$ cat src/rtl/tick_pwm.sv
// rtl/tick_pwm.sv - tick-driven PWM generator with double-buffered period/duty
`timescale 1ns/1ps

module tick_pwm #(
  parameter int W = 8
) (
  input  logic         clk,
  input  logic         reset,
  input  logic         tick,
  input  logic         enable,
  input  logic [W-1:0] period,
  input  logic [W-1:0] duty,
  input  logic         load,
  output logic         load_ack,
  output logic         pwm_out,
  output logic         period_done
);

  typedef enum logic {IDLE, RUN} state_t;

  localparam logic [W-1:0] ONE = {{(W-1){1'b0}}, 1'b1};

  state_t       state, state_next;
  logic [W-1:0] per_s, duty_s;
  logic [W-1:0] per_a, duty_a;
  logic [W-1:0] cnt;
  logic         pend;

  logic [W-1:0] per_next, duty_next, cnt_next;
  logic         wrap, xfer, pend_next, pwm_next, done_next;

  // A wrap only counts while still enabled; a disable wins and suppresses period_done.
  always_comb begin
    wrap      = (state == RUN) && enable && tick && (cnt == per_a - ONE);
    xfer      = pend && ((state == IDLE) || wrap);
    per_next  = xfer ? per_s  : per_a;
    duty_next = xfer ? duty_s : duty_a;
    pend_next = load || (pend && !xfer);
  end

  always_ff @(posedge clk or posedge reset) begin
    if (reset) begin
      state <= IDLE;
    end else begin
      state <= state_next;
    end
  end

  always_comb begin
    state_next = state;
    case (state)
      IDLE: if (enable && (per_next != '0)) state_next = RUN;
      RUN:  if (!enable || (wrap && (per_next == '0))) state_next = IDLE;
      default: state_next = IDLE;
    endcase
  end

  // Output is derived from the post-edge count and duty, so duty=0 is always low
  // and duty>=period is always high without special cases.
  always_comb begin
    cnt_next  = '0;
    pwm_next  = 1'b0;
    done_next = wrap;
    if (state_next == RUN) begin
      if (state == RUN && tick && !wrap) begin
        cnt_next = cnt + ONE;
      end else if (state == RUN && !tick) begin
        cnt_next = cnt;
      end
      pwm_next = (cnt_next < duty_next);
    end
  end

  always_ff @(posedge clk or posedge reset) begin
    if (reset) begin
      per_s       <= '0;
      duty_s      <= '0;
      pend        <= 1'b0;
      per_a       <= '0;
      duty_a      <= '0;
      cnt         <= '0;
      pwm_out     <= 1'b0;
      period_done <= 1'b0;
      load_ack    <= 1'b0;
    end else begin
      if (load) begin
        per_s  <= period;
        duty_s <= duty;
      end
      pend        <= pend_next;
      per_a       <= per_next;
      duty_a      <= duty_next;
      cnt         <= cnt_next;
      pwm_out     <= pwm_next;
      period_done <= done_next;
      load_ack    <= xfer;
    end
  end

endmodule

$ cat config.mk
export PLATFORM = sky130hd
export DESIGN_NAME = tick_pwm
export DESIGN_NICKNAME = d
export VERILOG_FILES = /design/src/rtl/tick_pwm.sv
export SDC_FILE = /design/constraint.sdc
export NUM_CORES = 1
export LEC_CHECK = 0
export ABC_AREA = 1
export CORE_MARGIN = 2
export CORE_UTILIZATION = 51
export DETAILED_ROUTE_END_ITERATION = 10
export GPL_TIMING_DRIVEN = 1
export PLACE_DENSITY = 0.76
export SYNTH_ARGS = -nofsm -noshare
export SYNTH_HDL_FRONTEND = slang
export SYNTH_SLANG_ARGS = --single-unit
export TNS_END_PERCENT = 100
$ cat constraint.sdc
create_clock -name clk -period 2.9 [get_ports clk]
set_input_delay 0.29 -clock clk [delete_from_list [all_inputs] [get_ports clk]]
set_output_delay 0.29 -clock clk [all_outputs]
set_load 0.1 [all_outputs]
==> flow_summary_export.csv <==
group,metric,value,unit
run_status,status,"complete, no violations",
sta,fin_crit_sh,96.7,%
critical_path,critPathCaptureType,"flop",
critical_path,slowest_stage,"dfrtp_1",
global_route,grt_pass1_vias,1941,
synthesis,ys_types,26,
clock_tree,cts_made_buffers,5,
synthesis,synthesis.instances,299,
power,vdd.ir_drop.worst,489,uV
clock_tree,ctsHoldBuffers,0,
clock_tree,clk_pin_slew_worst_paths,0.08,ns
layout,num_antenna_cells,0,
clock_tree,cts_sinks,45,
sta,fmax,357,MHz
critical_path,cp.required,3.09,ns
route,via_per_inst,5.20,
power,clock_power_share,27.1,%
critical_path,crit_buf_inv,3,
power,swShare,29.8,%
floorplanning,die_area,5250,um2
synthesis,synth_top_area_share,47.1,%
synthesis,synth_nets,329,
synthesis,syn_area,2390,um2
sta,whs,0.458,ns
place,port-buffer-count,23,
critical_path,crit_family,"simple AND/OR/NAND/NOR gates",
synthesis,ys_async_sr_fraction,100,%
clock_tree,clock-root-buffer,"clkbuf_8",
route,drc,0,
synthesis,syn_avg_cell_area,7.99,um2
place,placed_area,2700,um2
sta,clock_skew,0.00347,ns
sta,slew_headroom,53.6,%
power,p_per_area,488,nW/um2
floorplanning,fp-row-count,24,
critical_path,crit_path_start,"per_a[1]",
run,cap_violations,0,
synthesis,ys_top_cells_by_count,"67 x nand2_1, 59 x inv_1, 45 x dfrtp_1",
clock_tree,tritoncts,"built",
critical_path,path_cells,"inv_2 -> ha_4 -> nand2_4 -> nor2_4 -> nand2_2 -> nand2_2 -> nand3_1 -> nand2_1 -> nor2_1 -> nand2_2 -> nand2_4 -> nor4_4 -> nand3_2 -> a21oi_2 -> inv_2 -> ha_4 -> nand2_2 -> inv_1 -> nand3_2 -> a21oi_2 -> nor2_1",
layout,nets,362,
synthesis,synth_flop_cell,"dfrtp_1",
synthesis,synth_edf_count,0,
place,place_congestion,0.910,
layout,drive_gt1_share,21.1,%
critical_path,crit_path_max_incr_delay,0.40,ns
sta,slew_violations,0,
global_route,track_usage,20.3,%
floorplanning,die_h,72.4,um
synthesis,yosysTopAreaCell,"dfrtp_1",
synthesis,ys_seq_elements,45,
critical_path,crit_arrival,2.99,ns
clock_tree,cts-htree-levels,2,
sta,setup_viol,0,
route,via_count,1996,
power,switchingPower,0.430,mW
critical_path,cp_common_cell,"nand2_2",
critical_path,reg2reg_from,"per_a[1]",
floorplanning,io_pins,24,
layout,area_growth,23.6,%
global_route,grt_start_max_net_pins,46,
hold_path,hp-class,"input pin to asynchronous set/reset pin",
synthesis,yosysSeqAreaShare,47.1,%
route,wire_per_inst,13.1,um
power,p_seq_share,50.8,%
synthesis,synth.most_common_cell,"nand2_1",
global_route,grt_pass1_wl,8.24,mm
global_route,antenna_found_initial,0,
sta,hold_viol_final,0,
sta,rsz0062_at_grt,"true",
place,detailed_place_hpwl,3.58,mm
floorplanning,die_x,72.4,um
critical_path,crit_fanout,3,
route,drt_iter0_drc,102,
synthesis,yosysWarnings,0,
critical_path,start_kind,"flop",
synthesis,synth_area_leaders,"dfrtp_1 47%, nand2_1 11%, inv_1 9.3%",
route,drt-pass1-iter-count,4,
route,ant_nets,0,
critical_path,critPathKind,"flop to flop",
power,combPwrFrac,22.0,%
route,wirelength,5.02,mm
floorplanning,start_util,53.7,%
sta,period_needed,2.80,ns
global_route,grt_remaining_overflow,0,
floorplanning,fp.coreArea,4440,um2
clock_tree,clk_latency,0.29,ns
layout,design_area,2950,um2
power,p_int,1.01,mW
clock_tree,cts_buffer_depth,2,
power,p_leak,1.50,nW
sta,worstMarginPinSlew,0.693,ns
[layout by cell type, fill, tap and decap left out, types with 6 or more instances in the layout]
cell             count
dfrtp_1             45
clkbuf_8             6
nand2_1             62
buf_4               11
clkdlybuf4s50_1     20
mux2_2              10
nand3_1             18
o21ai_0             18
inv_1               54
or2_2                6
nor2_1              24
ha_1                 6
[power by group through the flow]
| stage | Clock, mW | Sequential [mW] | Combinational (mW) |
|---|---|---|---|
| global route | 0.424 | 0.739 | 0.358 |
| finish | 0.391 | 0.732 | 0.317 |
| detailed placement | 0 | 0.740 | 0.284 |
| global placement | 0 | 0.738 | 0.277 |
| floorplan | 0 | 0.740 | 0.191 |
| CTS | 0.400 | 0.728 | 0.291 |
[layout make-up]
| cell class | instances | area, um2 |
|---|---|---|
| fill | 363 | 1490 |
| multi-input combinational | 189 | 1160 |
| sequential | 45 | 1130 |
| timing repair buffer | 31 | 283 |
| inverter | 60 | 225 |
| clock buffer | 6 | 82.6 |
| tap | 52 | 65.1 |
| clock inverter | 1 | 7.51 |
[state kept, by name, indices dropped and copies added (netlist names)]
register	flops
per_a	8
pend	1
load_ack	1
pwm_out	1
duty_a	8
per_s	8
state	1
duty_s	8
cnt	8
period_done	1
[path summary, 6_finish.rpt]
kind | depth (start not counted) | slack (ns) | end
min in group clk | 2 | 0.51 | per_a[4]
max | 21 | 0.1 | pwm_out
min | 3 | 0.46 | per_s[0]
max reg2reg | 21 | 0.1 | pwm_out
min reg2reg | 2 | 0.51 | per_a[4]
max in group asynchronous | 3 | 2.06 | cnt[0]
[cell families (layout without fill, tap and decap cells)]
kind of cell	after synthesis	count (layout)	synth area share, %
buf+inv	65	98	10.6
compound gates	36	36	8.01
flops	45	45	47.1
mux	10	10	4.71
simple gates	131	131	23.7
fa+ha+maj	9	9	4.71
xor+xnor	3	3	1.10
[metrics by stage]
step / utilization [%] / TNS [ns] / instances / power (mW) / worst slack, ns
6_report: 66.4 / 0 / 384 / 1.44 / 0.0967
5_1_grt: 66.4 / -0.107 / 384 / 1.52 / -0.107
3_5_place_dp: 60.8 / -0.137 / 376 / 1.02 / -0.137
2_1_floorplan: - / 0 / 299 / 0.931 / 0.166
3_3_place_gp: 60.8 / -0.0425 / 376 / 1.01 / -0.0425
4_1_cts: 63.4 / 0 / 383 / 1.42 / 0.000690
[worst register-to-register path, stage by stage, from the launching register on]
cell and delay (ns):
dfrtp_1 0.40, inv_2 0.10, ha_4 0.16, nand2_4 0.06, nor2_4 0.14, nand2_2 0.06
nand2_2 0.06, nand3_1 0.06, nand2_1 0.06, nor2_1 0.05, nand2_2 0.11, nand2_4 0.09
nor4_4 0.32, nand3_2 0.15, a21oi_2 0.19, inv_2 0.06, ha_4 0.27, nand2_2 0.05
inv_1 0.06, nand3_2 0.08, a21oi_2 0.10, nor2_1 0.05
[routing by layer]
metal  up-vias  routed length (um)  global-route usage [%]
met2        43                2510                    34.5
met1       948                2230                    25.0
met5         -                   0                       0
met3        15                 148                    3.47
li1        990                   -                       -
met4         0                 124                    10.3
[what timing repair did]
item	in CTS	in global routing
setup endpoints to repair	1	10
resized for setup	7	33
buffers inserted	0	1
pin swaps	0	14
No activity file was read; power rests on OpenSTA's default activity.
